`src/rtl/oled_pkg.sv`:
```
// Shared constants, state encoding and request validation for the OLED character scheduler.
package oled_pkg;

  localparam int unsigned FONT12    = 12;
  localparam int unsigned FONT16    = 16;
  localparam int unsigned FONT24    = 24;
  localparam int unsigned ASCII_MIN = 33;
  localparam int unsigned ASCII_MAX = 126;
  localparam int unsigned X_W       = 7;
  localparam int unsigned Y_W       = 6;

  typedef enum logic [2:0] {
    StIdle,
    StGrant,
    StLaunch,
    StWaitDone,
    StRefresh
  } state_e;

  // Renderable glyph: printable ASCII in one of the three supported font sizes.
  function automatic logic char_ok(input logic [7:0] ascii, input logic [4:0] font);
    return ((font == 5'(FONT12)) || (font == 5'(FONT16)) || (font == 5'(FONT24))) &&
           (ascii >= 8'(ASCII_MIN)) && (ascii <= 8'(ASCII_MAX));
  endfunction

endpackage

```
`src/rtl/rr_arbiter.sv`:
```
// Round-robin picker: first set bit of valid at or after ptr, wrapping modulo NREQ.
module rr_arbiter #(
  parameter int unsigned NREQ  = 4,
  parameter int unsigned PTR_W = 2
) (
  input  logic [NREQ-1:0]  valid,
  input  logic [PTR_W-1:0] ptr,
  output logic [NREQ-1:0]  grant,
  output logic [PTR_W-1:0] winner,
  output logic             any
);

  logic [2*NREQ-1:0] dbl;
  logic [NREQ-1:0]   rot;
  int unsigned       off;
  int unsigned       sum;

  always_comb begin
    // Rotate so the search always starts at bit 0.
    dbl = {valid, valid} >> ptr;
    rot = dbl[NREQ-1:0];
    off = 0;
    any = 1'b0;
    for (int k = 0; k < NREQ; k++) begin
      if (!any && rot[k]) begin
        any = 1'b1;
        off = k;
      end
    end
    sum = 32'(ptr) + off;
    if (sum >= NREQ) sum = sum - NREQ;
    winner = PTR_W'(sum);
    grant  = any ? (NREQ'(1) << winner) : '0;
  end

endmodule

```
`src/rtl/oled_char_scheduler.sv`:
```
// Shares one OLED character renderer among NREQ requesters: arbitrate, validate, launch,
// wait for completion, then hand the frame RAM to the refresh driver.
module oled_char_scheduler
  import oled_pkg::*;
#(
  parameter int unsigned NREQ    = 4,
  parameter int unsigned TIMEOUT = 4096,
  parameter int unsigned PTR_W   = 2
) (
  input  logic              clk,
  input  logic              rst,
  input  logic [NREQ-1:0]   req_valid,
  input  logic [NREQ*8-1:0] req_ascii,
  input  logic [NREQ*5-1:0] req_font,
  input  logic [NREQ*7-1:0] req_x,
  input  logic [NREQ*6-1:0] req_y,
  output logic [NREQ-1:0]   req_ready,
  output logic              char_en,
  output logic [7:0]        char_ascii,
  output logic [4:0]        char_font,
  output logic [X_W-1:0]    char_x,
  output logic [Y_W-1:0]    char_y,
  input  logic              char_done,
  output logic              refresh_req,
  input  logic              refresh_ack,
  output logic              busy,
  output logic              err_timeout,
  output logic [7:0]        drop_cnt
);

  localparam int unsigned TMR_W = $clog2(TIMEOUT) + 1;

  state_e             state;
  logic [PTR_W-1:0]   rr_ptr;
  logic [TMR_W-1:0]   timer;
  logic               grant_ok;

  logic [NREQ-1:0]    grant;
  logic [PTR_W-1:0]   winner;
  logic               any;

  logic [7:0]         sel_ascii;
  logic [4:0]         sel_font;
  logic [X_W-1:0]     sel_x;
  logic [Y_W-1:0]     sel_y;
  logic               sel_ok;

  rr_arbiter #(
    .NREQ  (NREQ),
    .PTR_W (PTR_W)
  ) u_arb (
    .valid  (req_valid),
    .ptr    (rr_ptr),
    .grant  (grant),
    .winner (winner),
    .any    (any)
  );

  // One-hot AND-OR mux of the winning requester's fields.
  always_comb begin
    sel_ascii = '0;
    sel_font  = '0;
    sel_x     = '0;
    sel_y     = '0;
    for (int i = 0; i < NREQ; i++) begin
      sel_ascii = sel_ascii | (req_ascii[8*i +: 8] & {8{grant[i]}});
      sel_font  = sel_font  | (req_font[5*i +: 5]  & {5{grant[i]}});
      sel_x     = sel_x     | (req_x[7*i +: 7]     & {7{grant[i]}});
      sel_y     = sel_y     | (req_y[6*i +: 6]     & {6{grant[i]}});
    end
    sel_ok = char_ok(sel_ascii, sel_font);
  end

  assign busy = (state != StIdle);

  always_ff @(posedge clk or posedge rst) begin
    if (rst) begin
      state       <= StIdle;
      rr_ptr      <= '0;
      timer       <= '0;
      grant_ok    <= 1'b0;
      req_ready   <= '0;
      char_en     <= 1'b0;
      char_ascii  <= '0;
      char_font   <= '0;
      char_x      <= '0;
      char_y      <= '0;
      refresh_req <= 1'b0;
      err_timeout <= 1'b0;
      drop_cnt    <= '0;
    end else begin
      req_ready <= '0;
      char_en   <= 1'b0;
      unique case (state)
        StIdle: begin
          // Arbitrate here so req_ready and char_* are already registered during GRANT.
          if (any) begin
            state     <= StGrant;
            req_ready <= grant;
            rr_ptr    <= (winner == PTR_W'(NREQ - 1)) ? '0 : winner + PTR_W'(1);
            grant_ok  <= sel_ok;
            if (sel_ok) begin
              char_ascii <= sel_ascii;
              char_font  <= sel_font;
              char_x     <= sel_x;
              char_y     <= sel_y;
            end
          end
        end
        StGrant: begin
          if (grant_ok) begin
            state   <= StLaunch;
            char_en <= 1'b1;
            timer   <= '0;
          end else begin
            state <= StIdle;
            if (drop_cnt != 8'hFF) drop_cnt <= drop_cnt + 8'd1;
          end
        end
        StLaunch: begin
          // The launch cycle counts toward the renderer budget.
          timer <= timer + TMR_W'(1);
          state <= StWaitDone;
        end
        StWaitDone: begin
          if (char_done) begin
            state       <= StRefresh;
            refresh_req <= 1'b1;
          end else if (timer == TMR_W'(TIMEOUT - 1)) begin
            state       <= StIdle;
            err_timeout <= 1'b1;
          end else begin
            timer <= timer + TMR_W'(1);
          end
        end
        StRefresh: begin
          if (refresh_ack) begin
            state       <= StIdle;
            refresh_req <= 1'b0;
          end
        end
        default: state <= StIdle;
      endcase
    end
  end

endmodule

```
`config.mk`:
```
export PLATFORM = sky130hd
export DESIGN_NAME = oled_char_scheduler
export DESIGN_NICKNAME = d
export VERILOG_FILES = /design/src/rtl/oled_pkg.sv /design/src/rtl/rr_arbiter.sv /design/src/rtl/oled_char_scheduler.sv
export SDC_FILE = /design/constraint.sdc
export NUM_CORES = 1
export LEC_CHECK = 0
export ABC_AREA = 1
export BUFFER_PORTS_ARGS = -buffer_cell sky130_fd_sc_hd__buf_2
export CAP_MARGIN = 20
export CORE_ASPECT_RATIO = 2
export CORE_MARGIN = 1.5
export CORE_UTILIZATION = 40
export CTS_CLUSTER_SIZE = 8
export DETAILED_ROUTE_END_ITERATION = 7
export PLACE_DENSITY = 0.69
export SLEW_MARGIN = 20
export SYNTH_ARGS = -nofsm -noshare
export SYNTH_HDL_FRONTEND = slang
export SYNTH_SLANG_ARGS = --single-unit
```
`constraint.sdc`:
```
create_clock -name clk -period 3.4 [get_ports clk]
set_input_delay 0.34 -clock clk [delete_from_list [all_inputs] [get_ports clk]]
set_output_delay 0.34 -clock clk [all_outputs]
set_load 0.03 [all_outputs]
```
## Word-level counts from Yosys, hierarchy flattened

Index checks and enable logic that the tools add are counted.

- Mux-type cells: 27
- $lt $le $gt $ge: 3
- Shift-type cells: 2
- Eq/ne operators: 17
- Bitwise operators: 30
- Reductions and logical operators: 21
- $add $sub $neg: 5

Operators with widths:

| cell | count |
|---|---|
| two-way mux 13 bit | 3 |
| case mux 13 bit (3 select lines) | 1 |
| AND 8 bit | 4 |
| AND 7 bit | 4 |
| AND 6 bit | 4 |
| bitwise OR 8 bit | 3 |
| bitwise OR 7 bit | 3 |
| AND 5 bit | 4 |
| bitwise OR 6 bit | 3 |
| bitwise OR 5 bit | 3 |
| case mux 3 bit (5 select lines) | 1 |
| AND reduction 3 bit | 5 |
| adder 13 x 1 -> 13 bit (second input constant) | 1 |
| == test 13 x 12 -> 1 bit (second input constant) | 1 |
| two-way mux 3 bit | 4 |
| two-way mux 4 bit | 3 |
| != test 2 bit (second input constant) | 6 |
| == test 5 bit (second input constant) | 2 |
| two-way mux 2 bit | 5 |
| two-way mux 1 bit | 9 |
| adder 8 x 1 -> 8 bit (second input constant) | 1 |
| greater-or-equal comparator 8 x 6 -> 1 bit (second input constant) | 1 |
| less-or-equal comparator 8 x 7 -> 1 bit (second input constant) | 1 |
| != test 8 bit (second input constant) | 1 |
| other kinds (22) | 32 |

- Input bits: 112
- Flip-flop bits (word level): 60
- Output and inout port bits: 42

## Depth between registers and ports, before layout

- Depth after elaboration: 26
- Mapped depth: 25
- Gate-level depth less buffers: 23

## Hierarchy

A second synthesis with hierarchy kept.

- Cells, all modules: 545
- Area total of the unflattened synthesis: 3,908.7 µm²

Modules (own cells, without submodules):

| module | area an instance (µm²) | cells each | instances |
|---|---|---|---|
| oled_char_scheduler | 3,696.0 | 502 | 1 |
| rr_arbiter | 212.7 | 43 | 1 |

## Worst setup path before layout

No wires, ideal clock.

- Kind: reg2reg
- From: reg rr_ptr[0]
- To: reg grant_ok
- Library setup time: 0.130 ns
- Stages on the path, launching flop included: 25
- Required time: 3.270 ns
- Arrival: 2.866 ns
- Path slack: 0.404 ns
- Cells stage by stage: dfrtp_1 > inv_2 > nand2_1 > nand3_1 > nand2_1 > nand3_1 > a21boi_0 > ha_1 > inv_1 > xor2_1 > inv_1 > ha_1 > clkbuf_1 > inv_1 > nor2_2 > nand2_1 > nand2_1 > inv_1 > nand2_1 > nand3_1 > nor2_1 > nor2_4 > nand2_4 > buf_6 > o21ai_1

- Longest elaborated chain between the ends: 25

RTL lines:

| element | line | text |
|---|---|---|
| start: declaration | oled_char_scheduler.sv:34 | `logic [PTR_W-1:0] rr_ptr;` |
| start signal: assignment | oled_char_scheduler.sv:100 | `rr_ptr <= (winner == PTR_W'(NREQ - 1)) ? '0 : winner + PTR_W'(1);` |
| branches (longest 25 deep; another with adder 2 x 2 -> 3 bit) | - |  |
| end signal: assignment | oled_char_scheduler.sv:101 | `grant_ok <= sel_ok;` |
| end: declaration | oled_char_scheduler.sv:36 | `logic grant_ok;` |

Parallel ways; which one is timed is not known.
A chain may end at the register's enable or synchronous reset.

## Final worst setup path

- From: reg rr_ptr[0]
- To: reg char_ascii[6]

- Longest elaborated chain between the ends: 26

RTL lines:

| element | line | text |
|---|---|---|
| branches (longest 26 deep; another with adder 2 x 2 -> 3 bit) | - |  |
| end signal: assignment | oled_char_scheduler.sv:103 | `char_ascii <= sel_ascii;` |
| end: declaration | oled_char_scheduler.sv:19 | `output logic [7:0] char_ascii,` |

Parallel ways; which one is timed is not known.

==> metrics.yaml <==
drc: 0
grt_pass1_vias: 4097
cts_root_buf: "clkbuf_16"
io_buffers: 153
path_clk_slew_ns: 0.05
wl_per_cell_um: 13.7
cts_tree: "built"
die_y_um: 139
synth_nets: 649
grt_pass1_wl_mm: 18.0
met1_usage_pct: 24.5
path_class: "reg -> reg"
rows: 49
max_freq_mhz: 319
timing.hold.ws_ns: 0.175
final_antenna_net_count: 0
skew_ns: 0.00663
drt_iter0_drc: 245
critPathArrivalTime_ns: 3.34
synth.most_common_cell: "nand2_1"
setup_viol: 0
cts.sinks: 60
synth_common_cells: "nand2_1 (194), nand3_1 (74), dfrtp_1 (60)"
cts_hold_buf: 0
async_flop_share_pct: 100
dpl.hpwl_mm: 8.68
synth.top_cell.area_share_pct: 40.7
first_pass_iters: 5
finalWirelength_mm: 11.1
initial_core_util_pct: 41.3
grt_use_met3_pct: 2.47
htreeDepth: 3
die_area_um2: 9850
antenna_cells: 0
syn_avg_cell_area_um2: 6.97
antenna_found_initial: 0
use_met2_pct: 42.2
synth_ff_type: "dfrtp_1"
ys_types: 30
die-width_um: 70.9
gr-total-overflow: 0
nFillCells: 887
hold_path.class: "in -> async"
cp_slowest_stage_delay_ns: 0.44
layout.cells.non_filler: 805
ys_warn_count: 0
synth_area_leaders: "dfrtp_1 (41%), nand2_1 (20%), nand3_1 (10%), inv_1 (5.2%), nor2_1 (4.2%)"
status: "finished clean"
dp_cells: 782
syn2layout_area_growth_pct: 35.4
final_max_slew_viol_count: 0
grt_max_degree: 39
ys_seq_elements: 60
clock_path_buffers: 2
fin_nets: 817
tightest_slew_ns: 1.00
io_pins: 154
core_area_um2: 8950
critical_path.slowest_cell: "dfrtp_2"
relSlewSlack_pct: 32.2
crit_path_start_kind: "flip-flop"
synthCells: 530
globalplace.congestion: 0.882
cp.required_ns: 3.60
cap_viol_max_count: 0
syn-cell-area_um2: 3690
synth_edf_count: 0
fin_crit_sh_pct: 92.2
route.vias.total: 4082
post-route-min-period_ns: 3.13
synth_area_leader_cell: "dfrtp_1"
clock_latency_ns: 0.32
track_usage_pct: 22.7
ys_seq_area_share_pct: 40.7
cts_made_buffers: 9
vias_per_cell: 5.07
grt_busiest_layer: "met2"
drive_above_1_share_pct: 31.0
crit_chain: "inv_2, nand2_1, nand3_1, nand2_1, nand2_2, inv_1, nand2_1, xor2_2, xor2_2, ha_2, inv_1, nor2_4, buf_6, nand2_1, nand2_1, nor2_2, nor2_1, nand2_1, nor2_4, nor2_4, buf_4, o21ai_1, nand2_1"
reg2reg_slack_ns: 0.27
cp-end-kind: "flip-flop"
crit_top_cell: "nand2_1"
hold_violations: 0
cp_max_fo: 11
-- flip-flops by register name, indices dropped and copies added, names as in the netlist --
name,cells
char_x,7
rr_ptr,2
err_timeout,1
refresh_req,1
drop_cnt,8
char_ascii,8
state,3
char_font,5
req_ready,4
char_en,1
timer,13
grant_ok,1
char_y,6
-- worst paths after layout --
path | from | end | depth (start not counted)
worst min-delay path | rst | timer[10]$_DFFE_PP0P_ | 2
worst max register to register | rr_ptr[0]$_DFFE_PP0P_ | char_ascii[6]$_DFFE_PP0P_ | 23
worst min register to register | char_font[2]$_DFFE_PP0P_ | char_font[2]$_DFFE_PP0P_ | 2
min in group clk | char_done | state[2]$_DFFE_PP0P_ | 3
worst max-delay path | rr_ptr[0]$_DFFE_PP0P_ | char_ascii[6]$_DFFE_PP0P_ | 23
max in group asynchronous | rst | rr_ptr[1]$_DFFE_PP0P_ | 3
-- per-stage QoR --
stage | utilization [%] | setup slack, ns | area (um^2) | setup TNS, ns
2_1_floorplan | - | 0.404 | 3690 | 0
3_3_place_gp | 51.1 | -0.0461 | 4580 | -0.606
3_5_place_dp | 51.1 | -0.186 | 4580 | -4.13
4_1_cts | 54.5 | 0.00760 | 4880 | 0
5_1_grt | 55.9 | -0.0319 | 5000 | -0.101
6_report | 55.9 | 0.265 | 5000 | 0
-- cell type report --
| cell class | count | area (um^2) | area share, % |
|---|---|---|---|
| clock buffer | 11 | 233 | 4.65 |
| tap | 102 | 128 | 2.55 |
| clock inverter | 5 | 52.6 | 1.05 |
| multi-input combinational | 400 | 1950 | 39.0 |
| timing repair buffer | 173 | 932 | 18.6 |
| sequential | 60 | 1500 | 30.1 |
| inverter | 54 | 203 | 4.05 |
-- worst max-delay path, delay by kind of cell (launching register included) --
family / cells / cell delay [ns]
AOI/OAI and AO/OA: 1 / 0.10
xor gates and xnor gates: 2 / 0.43
adders and majority gates: 1 / 0.22
buffers and inverters: 5 / 0.55
DFF: 1 / 0.44
and+or+nand+nor: 14 / 1.27
-- cell usage in the layout (no fill, tap or decap), types with 4 or more instances in the layout --
cell         n
nand2_1    194
buf_2      153
nand3_1     73
dfrtp_1     58
inv_1       49
nor2_1      38
buf_4       18
nand4_1     17
o21ai_0     12
clkbuf_16    9
nor2_4       8
a21oi_1      8
nor3_1       7
xor2_1       6
inv_2        5
nor2_2       5
ha_1         5
nand2_2      4
nor4_1       4
-- layer usage --
metal  vias to the layer above  routed length, um
li1                       2030                  -
met1                      1881               4090
met2                       140               6190
met3                        31                436
met4                         0                348
met5                         -                  0
-- repair_timing --
action | CTS | global route
pin swaps | 1 | 12
setup buffers | 1 | 4
gates resized for setup | 1 | 23
setup endpoints to repair | 27 | 27
endpoints found under the hold margin | 0 | 0
cloned | 1 | 1
-- cell families after synthesis --
logic type	Yosys count	share of synthesized area [%]
and+or+nand+nor	351	41.2
buffers and inverters	72	8.84
DFF	60	40.7
AOI/OAI and AO/OA	30	4.51
xor gates and xnor gates	9	2.13
adders and majority gates	7	2.37
muxes	1	0.305
Power is left out: the tool's default activity adds up to more than one toggle a clock period on the data nets, which glitch-free logic cannot reach.
